### config.mk
export PLATFORM = sky130hd
export DESIGN_NAME = sensor_scheduler
export DESIGN_NICKNAME = d
export VERILOG_FILES = /design/src/rtl/sensor_scheduler.sv
export SDC_FILE = /design/constraint.sdc
export NUM_CORES = 1
export LEC_CHECK = 0
export ABC_AREA = 1
export ABC_CLOCK_PERIOD_IN_PS = 2000
export BUFFER_PORTS_ARGS = -buffer_cell sky130_fd_sc_hd__buf_2
export CORE_ASPECT_RATIO = 0.7
export CORE_MARGIN = 2
export CORE_UTILIZATION = 45
export DETAILED_ROUTE_END_ITERATION = 16
export PLACE_DENSITY = 0.67
export SLEW_MARGIN = 20
export SYNTH_ARGS = -nofsm -noshare
export SYNTH_HDL_FRONTEND = slang
export SYNTH_SLANG_ARGS = --single-unit
### constraint.sdc
create_clock -name i_Clock -period 2 [get_ports i_Clock]
set_clock_uncertainty 0.1 [all_clocks]
set_input_delay 0.2 -clock i_Clock [delete_from_list [all_inputs] [get_ports i_Clock]]
set_output_delay 0.2 -clock i_Clock [all_outputs]
set_load 0.05 [all_outputs]
### src/rtl/sensor_scheduler.sv
// Request scheduler between the command decoder and N_IF sensor interfaces.
// Buffers one request, enforces a re-read gap, runs continuous polling and returns one response per job.
module sensor_scheduler #(
  parameter int N_IF    = 4,
  parameter int MIN_GAP = 100000000,
  parameter int TIMEOUT = 50000000,
  parameter int PERIOD  = 100000000
) (
  input  logic                i_Clock,
  input  logic                i_Rst,
  input  logic                i_req_valid,
  input  logic [7:0]          i_req_addr,
  input  logic [7:0]          i_req_cmd,
  output logic                o_req_ready,
  output logic [N_IF-1:0]     o_En,
  output logic [7:0]          o_request,
  output logic [1:0]          o_cont_mode,
  input  logic [N_IF-1:0]     i_done,
  input  logic [8*N_IF-1:0]   i_data,
  input  logic [6*N_IF-1:0]   i_comandos,
  output logic                o_resp_valid,
  input  logic                i_resp_ready,
  output logic [7:0]          o_resp_addr,
  output logic [7:0]          o_resp_data,
  output logic [5:0]          o_resp_cmd,
  output logic [1:0]          o_dbg_state
);

  // Handshakes: a transfer happens on a rising edge where valid && ready; the
  // sender holds its fields stable while valid is high and ready is low.
  localparam int          IW       = (N_IF > 1) ? $clog2(N_IF) : 1;
  localparam logic [7:0]  N_IF_B   = 8'(N_IF);
  localparam logic [31:0] GAP_LOAD = 32'(MIN_GAP);
  localparam logic [31:0] PER_LOAD = 32'(PERIOD);
  localparam logic [31:0] TO_LAST  = 32'(TIMEOUT - 1);

  typedef enum logic [1:0] {S_IDLE, S_ISSUE, S_WAIT, S_RESP} state_t;
  state_t state, state_d;

  logic        buf_valid;
  logic [7:0]  buf_addr, buf_cmd;
  logic [1:0]  cont_mode;
  logic [7:0]  cont_addr;
  logic        cont_due;
  logic [31:0] period_cnt, gap_cnt, to_cnt;
  logic        job_cont;
  logic [7:0]  cur_addr;
  logic        resp_bad;

  logic [IW-1:0] cur_idx;
  int            cur_int;
  logic          done_sel;
  logic [7:0]    data_sel;
  logic [5:0]    cmd_sel;
  logic [7:0]    job_addr, job_cmd;
  logic          job_pending, go_issue, go_bad;

  function automatic logic [7:0] map_cmd(input logic [7:0] c);
    case (c)
      8'h34:   return 8'h32;
      8'h35:   return 8'h33;
      default: return c;
    endcase
  endfunction

  assign cur_idx  = cur_addr[IW-1:0];
  assign cur_int  = int'(cur_idx);
  assign done_sel = i_done[cur_idx];
  assign data_sel = i_data[cur_int*8 +: 8];
  assign cmd_sel  = i_comandos[cur_int*6 +: 6];

  assign o_req_ready  = !buf_valid;
  assign o_resp_valid = (state == S_RESP);
  assign o_cont_mode  = cont_mode;
  assign o_dbg_state  = state;

  always_comb begin
    state_d     = state;
    go_issue    = 1'b0;
    go_bad      = 1'b0;
    o_En        = '0;
    // A buffered one-shot always takes priority over a due poll.
    job_pending = buf_valid || cont_due;
    job_addr    = buf_valid ? buf_addr : cont_addr;
    job_cmd     = buf_valid ? map_cmd(buf_cmd) : (cont_mode[1] ? 8'h33 : 8'h32);
    case (state)
      S_IDLE: begin
        if (job_pending) begin
          if (job_addr >= N_IF_B) begin
            go_bad  = 1'b1;
            state_d = S_RESP;
          end else if (gap_cnt == '0) begin
            go_issue = 1'b1;
            state_d  = S_ISSUE;
          end
        end
      end
      S_ISSUE: begin
        o_En[cur_idx] = 1'b1;
        state_d       = S_WAIT;
      end
      S_WAIT: begin
        if (done_sel || to_cnt == TO_LAST) state_d = S_RESP;
      end
      S_RESP: begin
        if (i_resp_ready) state_d = S_IDLE;
      end
      default: state_d = S_IDLE;
    endcase
  end

  always_ff @(posedge i_Clock) begin
    if (i_Rst) begin
      state       <= S_IDLE;
      buf_valid   <= 1'b0;
      buf_addr    <= '0;
      buf_cmd     <= '0;
      cont_mode   <= '0;
      cont_addr   <= '0;
      cont_due    <= 1'b0;
      period_cnt  <= '0;
      gap_cnt     <= '0;
      to_cnt      <= '0;
      job_cont    <= 1'b0;
      cur_addr    <= '0;
      resp_bad    <= 1'b0;
      o_request   <= '0;
      o_resp_addr <= '0;
      o_resp_data <= '0;
      o_resp_cmd  <= '0;
    end else begin
      state <= state_d;
      if (i_req_valid && !buf_valid) begin
        buf_valid <= 1'b1;
        buf_addr  <= i_req_addr;
        buf_cmd   <= i_req_cmd;
      end
      if (gap_cnt != '0) gap_cnt <= gap_cnt - 32'd1;
      if (state == S_ISSUE) begin
        to_cnt <= '0;
        if (job_cont) cont_due <= 1'b0;
      end
      if (state == S_WAIT) begin
        to_cnt <= to_cnt + 32'd1;
        if (done_sel) begin
          o_resp_addr <= cur_addr;
          o_resp_data <= data_sel;
          o_resp_cmd  <= cmd_sel;
          resp_bad    <= 1'b0;
        end else if (to_cnt == TO_LAST) begin
          o_resp_addr <= cur_addr;
          o_resp_data <= 8'h82;
          o_resp_cmd  <= 6'b000001;
          resp_bad    <= 1'b0;
        end
      end
      if (state == S_RESP && i_resp_ready && !resp_bad) gap_cnt <= GAP_LOAD;
      // Sticky due flag: a missed period is not counted twice.
      if (cont_mode != 2'b00) begin
        if (period_cnt == '0) begin
          cont_due   <= 1'b1;
          period_cnt <= PER_LOAD;
        end else begin
          period_cnt <= period_cnt - 32'd1;
        end
      end
      if (go_issue) begin
        cur_addr  <= job_addr;
        o_request <= job_cmd;
        job_cont  <= !buf_valid;
      end
      if (go_bad) begin
        o_resp_addr <= job_addr;
        o_resp_data <= 8'h81;
        o_resp_cmd  <= 6'b000001;
        resp_bad    <= 1'b1;
        if (!buf_valid) cont_due <= 1'b0;
      end
      if ((go_issue || go_bad) && buf_valid) begin
        buf_valid <= 1'b0;
        case (buf_cmd)
          8'h34, 8'h35: begin
            cont_mode  <= (buf_cmd == 8'h34) ? 2'b01 : 2'b10;
            cont_addr  <= buf_addr;
            period_cnt <= PER_LOAD;
            cont_due   <= 1'b0;
          end
          8'h36, 8'h37: begin
            cont_mode <= 2'b00;
            cont_due  <= 1'b0;
          end
          default: ;
        endcase
      end
    end
  end

endmodule

[Word level (Yosys, flattened, before mapping)]
Cells that the tools add are included.
Storage, ports and cells
  input bits: 80
  register bits: 166
  word-level logic and storage cells: 129
  output and inout bits: 40
Cells by class
  multiplexer cells: 56
  eq/ne operators: 12
  multipliers: 1
  reduce and logical (&&, ||, !) cells: 32
  shifts and indexed selects: 2
  $add $sub $neg: 3
  order comparisons: 3
Operators by type and width (count)
  $mux W32: 6
  $mux W8: 10
  $logic_not A32 Y1: 2
  $sub A32 B1 Y32 const B: 2
  $mux W27: 2
  $add A32 B1 Y32 const B: 1
  $eq A32 B26 Y1 const B: 1
  $eq A8 B6 Y1 const B: 4
  $reduce_bool A32 Y1: 1
  $shiftx A32 B6 Y8: 1
  $mux W1: 24
  $shiftx A24 B6 Y6: 1
  $pmux W8 S2: 1
  $mux W2: 6
  $mux W6: 2
  $reduce_bool A2 Y1: 6
  $reduce_or A2 Y1: 5
  $ge A8 B3 Y1 const B: 1
  $pmux W2 S4: 1
  $reduce_and A2 Y1: 4
  $logic_and A1 B1 Y1: 5
  $eq A2 B2 Y1 const B: 2
  $mul A2 B2 Y4 const B: 1
  $mux W4: 1
  other kinds (15): 19

[Logic depth before layout (Yosys ltp)]
Gate-level depths: netlist of the first run.
  depth after elaboration: 8
  gate-level depth with buffers: 13
  depth with buffers taken out: 12

[Worst setup path before layout of the first run]
OpenSTA, ideal clock, no wires.
  path kind: register to register
  start: reg state[0] (netlist: o_dbg_state[0])
  end: reg to_cnt[25]
  data required time: 1781 ps
  clock period less this slack: 2395 ps
  stages on the path, launching flop included: 9
  path slack: -395 ps
  path buffers: 1
  setup time: 119 ps
  data arrival time: 2176 ps
  cells stage by stage: dfxtp_1 > inv_1 > ha_1 > clkbuf_1 > nand3_1 > nor2_1 > nand3_1 > o21ai_0 > a21oi_1
Between the ends
  word-level cells in the longest chain between the ends: 2
  elaborated cells on any way between the ends: 4
  those cells by class: eq/ne: 2; mux: 1; reduce/logical: 1
Ends and longest elaborated chain
  from (decl): line 38  | state_t state, state_d;
  from (signal assigned): line 132  | state <= state_d;
  $eq A2 B2 Y1 / $eq A2 B1 Y1 (equally long branches): line 143, 139
  $mux W32 / $reduce_bool A2 Y1 (equally long branches)
  to (signal assigned): line 144  | to_cnt <= to_cnt + 32'd1;
  to (decl): line 45  | logic [31:0] period_cnt, gap_cnt, to_cnt;
Parallel ways exist; a longest one is shown, timed or not.
A chain may end at the register's enable or synchronous reset.

[Final worst setup path of the first run]
  start: reg state[1] (netlist: o_dbg_state[1])
  end: out o_En[3]
Between the ends
  word-level cells in the longest chain between the ends: 2
Ends and longest elaborated chain
  $eq A2 B1 Y1: line 86  | case (state)
  $mux W4: line 86
  to (decl): line 15  | output logic [N_IF-1:0] o_En,
No other way between the ends.

==> impl_metrics.py, run 1 <==
metrics = {
    "clocking": {
        "cts_buffers": 17,
        "cts_buffer_depth": 2,
        "clock_latency_ps": 450,
        "cts.clk_slew.worst_paths_ps": 80,
        "root_buffer": "clkbuf_16",
        "ctsHtreeMaxLevel": 4,
        "numClockSinks": 166,
        "cts_tree": "done",
    },
    "grt": {
        "antenna_found_initial": 0,
        "grt_use_total_pct": 26.78,
        "grt_start_max_net_pins": 54,
        "grt_pass1_vias": 8294,
        "grt_pass1_wl_um": 43280,
        "overflow": 0,
    },
    "finish": {
        "area_delta_synth_final_pct": 27.26,
        "drive_gt1_share_pct": 20.79,
        "fin_util_pct": 58.67,
        "finalNetCount": 1619,
        "antennaDiodeCount": 0,
        "fill_cells": 1870,
    },
    "setup_path": {
        "cp_data_arrival_time_ps": 1650,
        "worst-setup-path-type": "reg -> out",
        "worstPathMaxFanout": 4,
        "start_kind": "flop",
        "ff2ff_setup_slack_ps": 100,
        "end_kind": "output pin",
        "critPathRequiredTime_ps": 1700,
    },
    "detailed_routing": {
        "wl_um": 27390,
        "viasPerCell": 5.165,
        "drcViolationCount": 0,
        "drt_first_iter_violations": 798,
        "wl_per_cell_um": 15.15,
        "drtAntennaViolNets": 0,
        "drtPass1Iterations": 5,
        "vias": 9338,
    },
    "synthesis": {
        "ys_ff_latch": 166,
        "synth_warnings": 0,
        "synthMostInstantiatedCell": "nand2_1",
        "seq_area_frac_synth_pct": 37.89,
        "synth_flop_cell": "dfxtp_1",
        "syn_area_mm2": 0.008770,
        "ys_types": 42,
        "synth_nets": 1415,
        "synth_common_cells": "313 x nand2_1, 263 x nor2_1, 166 x dfxtp_1, 136 x inv_1, 80 x nand3_1",
        "synth_edf_count": 0,
        "syn_inst": 1327,
        "synth_top_area_cell": "dfxtp_1",
        "netlist_top_cells_area": "dfxtp_1 38%, nand2_1 13%, nor2_1 11%",
        "synthArstFlopShare_pct": 0,
        "synth.avg_cell_area_um2": 6.609,
        "yosysTopAreaCellShare_pct": 37.89,
    },
    "timing": {
        "timing.final.crit_share_pct": 97.74,
        "setup_ws_ps": 45.29,
        "fin_crit_ps": 1955,
        "tns_ps": 0,
        "drv_slew": 0,
        "rsz0062_at_grt": "true",
        "fmax_ghz": 0.5116,
        "setup_violations": 0,
        "worst_pin_slew_ps": 428.2,
        "slew_headroom_pct": 71.19,
        "hold_violations": 0,
    },
    "pwr": {
        "vdd_drop_max_mv": 0.8829,
        "p_leak_nw": 5.167,
        "powerDensity_mw_per_mm2": 1330,
    },
    "die": {
        "rows": 42,
        "dieHeight_um": 120.8,
        "die_w_um": 170.9,
        "ioPinCount": 120,
        "start_util_pct": 46.10,
        "core_region_area_mm2": 0.01902,
        "die-area_mm2": 0.02064,
    },
    "place": {
        "port_buffers": 119,
        "dp_hpwl_um": 20830,
        "dp_slack_ps": -8.913,
        "place_congestion": 0.9590,
    },
    "run_status": {
        "outcome": "completed",
    },
    "flow_run": {
        "maxCapViolations": 0,
    },
    "worst_hold_path": {
        "hp-class": "in -> reg",
    },
}
-- metrics by stage --
step	hold WS, ps	power [mW]	instances	cell area [µm²]
detailed placement	343.7	10.80	1755	10140
global placement	335.9	10.80	1755	10140
finish	17.62	14.84	1808	11160
floorplan	266.7	8.655	1327	8786
global route	40.47	15.78	1808	11160
CTS	11.74	14.31	1802	10940
-- worst max-delay path, cell delays in order, from the launching register on --
cell	delay [ps]
dfxtp_4	370
inv_2	100
ha_2	220
inv_1	110
nor2_1	130
buf_2	270
-- cell families after synthesis --
logic type               Yosys count  share of synthesized area (%)
AO/OA/AOI/OAI                    175                          11.03
XOR/XNOR                          36                          3.595
adder cells (fa/ha/maj)            8                          1.141
buffers and inverters            174                          8.118
flip-flops                       166                          37.89
multiplexers                       2                         0.2283
AND/OR/NAND/NOR                  766                          37.99
-- power by group --
part           switching (mW)  internal, mW
Sequential              0.442          3.80
Clock                    1.64          1.82
Combinational            4.71          2.43
-- layout make-up --
cell class,instances,area (µm²),area share (%)
Inverter,140,528.0,4.731
Clock inverter,15,202.7,1.816
Tap cell,264,330.3,2.960
Clock buffer,17,425.4,3.812
Timing Repair Buffer,218,1424,12.76
Multi-Input combinational cell,988,4910,43.99
Sequential cell,166,3341,29.93
-- cells in the final DEF (no fill, tap or decap), types with 5 or more instances in the layout --
cell,n
nor3_1,33
buf_2,116
o21ai_1,8
ha_1,5
nand3_1,75
dfxtp_1,158
nor2_2,24
clkbuf_16,17
nand4_1,33
nand2_2,14
nand3_2,5
a22oi_1,20
xor2_1,22
nand2_1,307
nor2_1,239
buf_4,80
inv_1,132
a21oi_1,73
nor2_4,15
o21ai_0,56
xnor2_1,14
a31oi_1,5
clkinv_8,6
nor4_1,5
dlygate4sd3_1,15
dfxtp_2,5
-- registers in the layout (all words and copies together), names as in the netlist --
register and flops:
o_resp_data 8, buf_cmd 8, o_resp_addr 8, period_cnt 32, cur_addr 8, job_cont 1
o_dbg_state 2, gap_cnt 32, buf_valid 1, cont_addr 8, cont_due 1, resp_bad 1
o_request 8, buf_addr 8, o_cont_mode 2, to_cnt 32, o_resp_cmd 6
-- routing by layer --
| layer | share of wire [%] | track usage (%) | vias up |
|---|---|---|---|
| met5 | 0 | 0 | - |
| met4 | 1.4 | 6.674 | 0 |
| met3 | 8.4 | 5.892 | 28 |
| met2 | 40 | 37.22 | 371 |
| met1 | 50 | 41.29 | 4245 |
| li1 | - | - | 4694 |
-- final timing paths --
check                 startpoint        endpoint  cells after the start
hold / removal        i_data[29]  o_resp_data[5]                      5
setup reg to reg       buf_valid  o_cont_mode[0]                     11
setup / recovery  o_dbg_state[1]         o_En[3]                      5
hold reg to reg      cur_addr[5]     cur_addr[5]                      2
-- timing repair --
item / CTS / global route
buffers inserted: 0 / 5
cloned: 0 / 1
hold buffers: 15 / 0
endpoints found under the setup margin: 3 / 118
hold endpoints to repair: 16 / 0
pin swaps: 0 / 7
gates resized for setup: 3 / 65
Power figures use the tool's default switching activity.
==> run 2: changes to the inputs <==
- BUFFER_PORTS_ARGS: -buffer_cell sky130_fd_sc_hd__buf_2 -> -buffer_cell sky130_fd_sc_hd__buf_4
- CORE_MARGIN: 2 -> 3
==> run 2 against run 1 <==
- total power fell by 0.13%
- final cell count is 1.2% higher
- via count decreased by 1.3%
- critical path depth up 5
- routed wire length fell by 0.69%
- setup slack improved by 42 ps
- sequential share of layout area down 1.1 points
- hold slack better by 28 ps
- critical endpoint is now o_request[2]
- largest power group unchanged
==> impl_metrics.py, run 2 (synthesis gave the netlist of run 1 again) <==
metrics = {
    "timing": {
        "worst_pin_slew_ps": 552.2,
        "slew_headroom_pct": 62.96,
        "hold_violations": 0,
        "setup_ws_ps": 87.41,
        "timing.final.crit_share_pct": 95.63,
        "drv_slew": 0,
        "fmax_ghz": 0.5229,
        "fin_crit_ps": 1913,
        "setup_violations": 0,
    },
    "clocking": {
        "ctsHtreeMaxLevel": 4,
        "cts_buffers": 17,
        "numClockSinks": 166,
        "clock_latency_ps": 430,
        "cts_buffer_depth": 2,
        "cts.clk_slew.worst_paths_ps": 70,
        "root_buffer": "clkbuf_16",
        "cts_tree": "done",
    },
    "finish": {
        "reg_top3": "gap_cnt (32), period_cnt (32), to_cnt (32)",
        "area_delta_synth_final_pct": 31.92,
        "finalNetCount": 1641,
        "mostFrequentLayoutCell": "nand2_1",
        "drive_gt1_share_pct": 21.47,
        "final_cell_mix": "309 x nand2_1, 246 x nor2_1, 216 x buf_4",
        "antennaDiodeCount": 0,
        "fin_util_pct": 60.81,
        "final_cells": 1829,
        "fill_cells": 1825,
    },
    "die": {
        "dieHeight_um": 122.8,
        "ioPinCount": 120,
        "die-area_mm2": 0.02123,
        "die_w_um": 172.9,
        "core_region_area_mm2": 0.01902,
        "start_util_pct": 46.10,
        "rows": 42,
    },
    "worst_hold_path": {
        "hp-class": "in -> reg",
        "whs_path_depth": 5,
        "hold_start": "i_data[28]",
        "holdPathEnd": "o_resp_data[4]",
    },
    "setup_path": {
        "cp_data_arrival_time_ps": 2140,
        "worstPathMaxFanout": 8,
        "critPathRequiredTime_ps": 2230,
        "critPathBufInv": 2,
        "start_kind": "flop",
        "path_cells": "buf_4 -> nand2_1 -> nand2_1 -> nor2_4 -> nand2_2 -> nor2_8 -> nand4_4 -> o21ai_2 -> buf_4 -> nor2_1",
        "slowest_stage": "dfxtp_4",
        "reg2reg_depth": 10,
        "cp_slowest_stage_delay_ps": 380,
        "worst-setup-path-type": "reg -> reg",
        "reg2reg_to": "o_request[2]",
        "cp_top_family": "simple AND/OR/NAND/NOR gates",
        "ff2ff_setup_slack_ps": 90,
        "end_kind": "flop",
        "r2r-start": "buf_valid",
    },
    "place": {
        "dp_slack_ps": -127.5,
        "dp_hpwl_um": 20960,
        "place_congestion": 0.9207,
        "dp_cells": 1776,
        "port_buffers": 119,
    },
    "run_status": {
        "outcome": "completed",
    },
    "detailed_routing": {
        "vias": 9212,
        "drtPass1Iterations": 5,
        "drcViolationCount": 0,
        "wl_per_cell_um": 14.87,
        "wl_um": 27200,
        "drtAntennaViolNets": 0,
        "viasPerCell": 5.037,
        "drt_first_iter_violations": 864,
    },
    "pwr": {
        "p_leak_nw": 5.322,
        "powerDensity_mw_per_mm2": 1281,
        "vdd_drop_max_mv": 0.7135,
    },
    "grt": {
        "grt_pass1_vias": 8313,
        "grtUsageMet2_pct": 37.44,
        "grt_pass1_wl_um": 43300,
        "overflow": 0,
        "grt_start_max_net_pins": 25,
        "grt_util_met3_pct": 6.061,
        "grt_use_met1_pct": 37.69,
        "busiest_layer": "met1",
        "grt_use_total_pct": 25.39,
        "antenna_found_initial": 0,
    },
    "flow_run": {
        "maxCapViolations": 0,
    },
}
-- run 2: routing by layer --
layer  part of all wire (%)  up-vias
li1                       -     4732
met1                     49     4137
met2                     41      322
met3                    8.2       21
met4                   0.99        0
met5                      0        -
-- run 2: through the flow --
| stage | setup TNS (ps) | cell area [µm²] | hold WS (ps) | power [mW] |
|---|---|---|---|---|
| 2_1_floorplan | -189.9 | 8786 | 266.7 | 8.655 |
| 3_3_place_gp | 0 | 10610 | 330.3 | 11.25 |
| 3_5_place_dp | -1673 | 10610 | 340.5 | 11.28 |
| 4_1_cts | 0 | 11390 | 38.91 | 14.55 |
| 5_1_grt | -67.25 | 11570 | 71.64 | 15.86 |
| 6_report | 0 | 11570 | 45.38 | 14.82 |
-- run 2: power by group --
part	internal (mW)	switching, mW
Sequential	3.80	0.442
Combinational	2.72	4.67
Clock	1.76	1.43
-- run 2: worst max-delay path by stage --
stage | from | to | slack (ps) | depth (start not counted)
final | buf_valid | o_request[2] | 90 | 10
after global routing | to_cnt[0] | o_resp_addr[1] | -30 | 12
after CTS | o_dbg_state[1] | o_En[1] | 10 | 6
after detailed placement | buf_valid | period_cnt[3] | -130 | 9
after global placement | gap_cnt[0] | o_request[0] | 10 | 11
after floorplan | o_dbg_state[1] | o_En[0] | -60 | 4
-- run 2: area by class of cell --
class,count,area (µm²),area share [%]
Multi-Input combinational cell,987,4878,42.17
Sequential cell,166,3341,28.88
Timing Repair Buffer,241,1926,16.65
Inverter,140,531.8,4.597
Clock buffer,18,439.2,3.796
Tap cell,264,330.3,2.855
Clock inverter,13,122.6,1.060
-- run 2: worst register-to-register path, stage by stage, from the launching register on --
cell     delay, ps
dfxtp_4        380
buf_4          160
nand2_1         50
nand2_1        110
nor2_4         150
nand2_2        100
nor2_8         150
nand4_4        220
o21ai_2        220
buf_4          140
nor2_1          40
-- run 2: what timing repair did --
item / CTS / global route
gates resized for setup: 2 / 57
gates cloned: 0 / 0
endpoints found under the hold margin: 27 / 0
pin swaps: 0 / 4
setup endpoints to repair: 24 / 97
hold buffers: 17 / 0
buffers inserted: 2 / 3
==> run 3: changes to the inputs <==
- ABC_CLOCK_PERIOD_IN_PS: 2000 -> 2210
- HOLD_SLACK_MARGIN: default -> 0.15
- PLACE_DENSITY: 0.67 -> default
- PLACE_DENSITY_LB_ADDON: default -> 0.08
- clock period: 2 -> 2.21 ns (I/O delays scaled with it)
==> run 3 against run 2 <==
- final area fell by 1.7%
- final cell count fell by 0.66%
- combinational power fell by 19%
- sequential cell count did not move
- routed wire length fell by 1.6%
- largest cell class unchanged
==> impl_metrics.py, run 3 (synthesis gave the netlist of run 1 again) <==
metrics = {
    "setup_path": {
        "r2r-start": "period_cnt[6]",
        "reg2reg_to": "period_cnt[18]",
        "worst-setup-path-type": "reg -> out",
        "reg2reg_depth": 11,
        "critPathRequiredTime_ps": 1890,
        "cp_data_arrival_time_ps": 1760,
        "start_kind": "flop",
        "worstPathMaxFanout": 4,
        "end_kind": "output pin",
        "ff2ff_setup_slack_ps": 170,
    },
    "pwr": {
        "power.internal_mw": 6.986,
        "p_leak_nw": 5.210,
        "p_sw_mw": 5.741,
        "p_sw_share_pct": 45.11,
        "powerDensity_mw_per_mm2": 1119,
        "power_frac_seq_pct": 30.1,
        "vdd_drop_max_mv": 0.8058,
        "p_comb_share_pct": 47.0,
        "clkPwrFrac_pct": 22.8,
    },
    "die": {
        "dieHeight_um": 122.8,
        "core_region_area_mm2": 0.01902,
        "rows": 42,
        "ioPinCount": 120,
        "start_util_pct": 46.10,
        "die_w_um": 172.9,
        "die-area_mm2": 0.02123,
    },
    "timing": {
        "slew_headroom_pct": 48.04,
        "timing.final.crit_share_pct": 94.30,
        "tns_ps": 0,
        "rsz0062_at_grt": "false",
        "worst_pin_slew_ps": 776.6,
        "setup_violations": 0,
        "drv_slew": 0,
        "fin_crit_ps": 2084,
        "hold_violations": 0,
        "fmax_ghz": 0.4798,
    },
    "clocking": {
        "root_buffer": "clkbuf_16",
        "cts.clk_slew.worst_paths_ps": 80,
        "cts_buffer_depth": 2,
        "numClockSinks": 166,
        "ctsHtreeMaxLevel": 4,
        "clock_latency_ps": 430,
        "cts_tree": "done",
        "cts_buffers": 17,
    },
    "grt": {
        "overflow": 0,
        "antenna_found_initial": 0,
        "grt_use_total_pct": 24.96,
        "grt_start_max_net_pins": 30,
        "grt_pass1_wl_um": 42710,
        "grt_pass1_vias": 8340,
    },
    "flow_run": {
        "maxCapViolations": 0,
    },
    "finish": {
        "area_delta_synth_final_pct": 29.72,
        "finalNetCount": 1628,
        "fin_util_pct": 59.80,
        "mostFrequentLayoutCell": "nand2_1",
        "fill_cells": 1830,
        "final_cell_mix": "312 x nand2_1, 262 x nor2_1, 175 x buf_4",
        "drive_gt1_share_pct": 16.23,
        "reg_top3": "gap_cnt (32), period_cnt (32), to_cnt (32)",
        "antennaDiodeCount": 0,
    },
    "detailed_routing": {
        "drtPass1Iterations": 5,
        "wl_per_cell_um": 14.72,
        "viasPerCell": 5.035,
        "wl_um": 26750,
        "drtAntennaViolNets": 0,
        "vias": 9149,
        "drt_first_iter_violations": 857,
        "drcViolationCount": 0,
    },
    "place": {
        "port_buffers": 119,
        "dp_hpwl_um": 19970,
        "place_congestion": 0.9356,
    },
    "run_status": {
        "outcome": "completed",
    },
    "worst_hold_path": {
        "hp-class": "in -> reg",
        "hold_start": "i_data[15]",
        "whs_path_depth": 7,
        "holdPathEnd": "o_resp_data[7]",
    },
}
[run 3: area by class of cell]
class | count | area (µm²) | share of cell area (%)
multi-input cells | 988 | 4773 | 41.96
flip-flops and latches | 166 | 3328 | 29.26
clock inverters | 14 | 132.6 | 1.166
clock buffers | 18 | 439.2 | 3.861
repair buffers | 227 | 1844 | 16.21
well taps | 264 | 330.3 | 2.904
inverters | 140 | 528.0 | 4.641
[run 3: power by group through the flow]
stage | Sequential (mW) | Clock, mW | Combinational, mW
6_report | 3.83 | 2.91 | 5.99
5_1_grt | 3.88 | 3.07 | 6.68
4_1_cts | 3.82 | 2.97 | 5.82
3_5_place_dp | 3.87 | 0 | 5.69
3_3_place_gp | 3.88 | 0 | 5.68
2_1_floorplan | 4.11 | 0 | 3.71
[run 3: worst max-delay path, cell delays in order (launching register included)]
cell	delay (ps)
dfxtp_2	350
inv_1	110
ha_1	240
inv_1	110
nor3_1	260
buf_4	260
[run 3: metal layers]
layer | vias up | track usage (%) | wire, µm
met5 | - | 0 | 0
met4 | 0 | 6.073 | 252
met1 | 4092 | 37.77 | 13660
li1 | 4712 | - | -
met3 | 22 | 5.288 | 2087
met2 | 323 | 35.93 | 10750
[run 3: stage by stage]
step / hold WS (ps) / std cells / cell area, µm² / power [mW] / setup WS (ps)
6_report: 160.0 / 1817 / 11380 / 12.73 / 126.0
5_1_grt: 203.5 / 1817 / 11380 / 13.64 / 10.54
4_1_cts: 150.9 / 1812 / 11300 / 12.62 / 58.04
3_5_place_dp: 336.8 / 1729 / 10220 / 9.568 / 97.50
3_3_place_gp: 328.9 / 1729 / 10220 / 9.561 / 89.18
2_1_floorplan: 287.7 / 1327 / 8772 / 7.820 / 19.87
[run 3: repair_timing]
action / CTS / global route
gates resized for setup: 0 / 11
setup endpoints to repair: 0 / 42
buffers inserted: 0 / 4
hold buffers: 51 / 0
endpoints found under the hold margin: 43 / 0
[run 3: worst max-delay path by stage]
stage,cells after the start,end,start
after floorplan,8,to_cnt[25],o_dbg_state[0]
after global placement,11,o_request[0],gap_cnt[0]
after detailed placement,9,o_resp_data[1],buf_valid
after CTS,9,o_resp_data[1],buf_valid
after global routing,11,o_request[7],gap_cnt[0]
final,5,o_En[0],o_dbg_state[1]
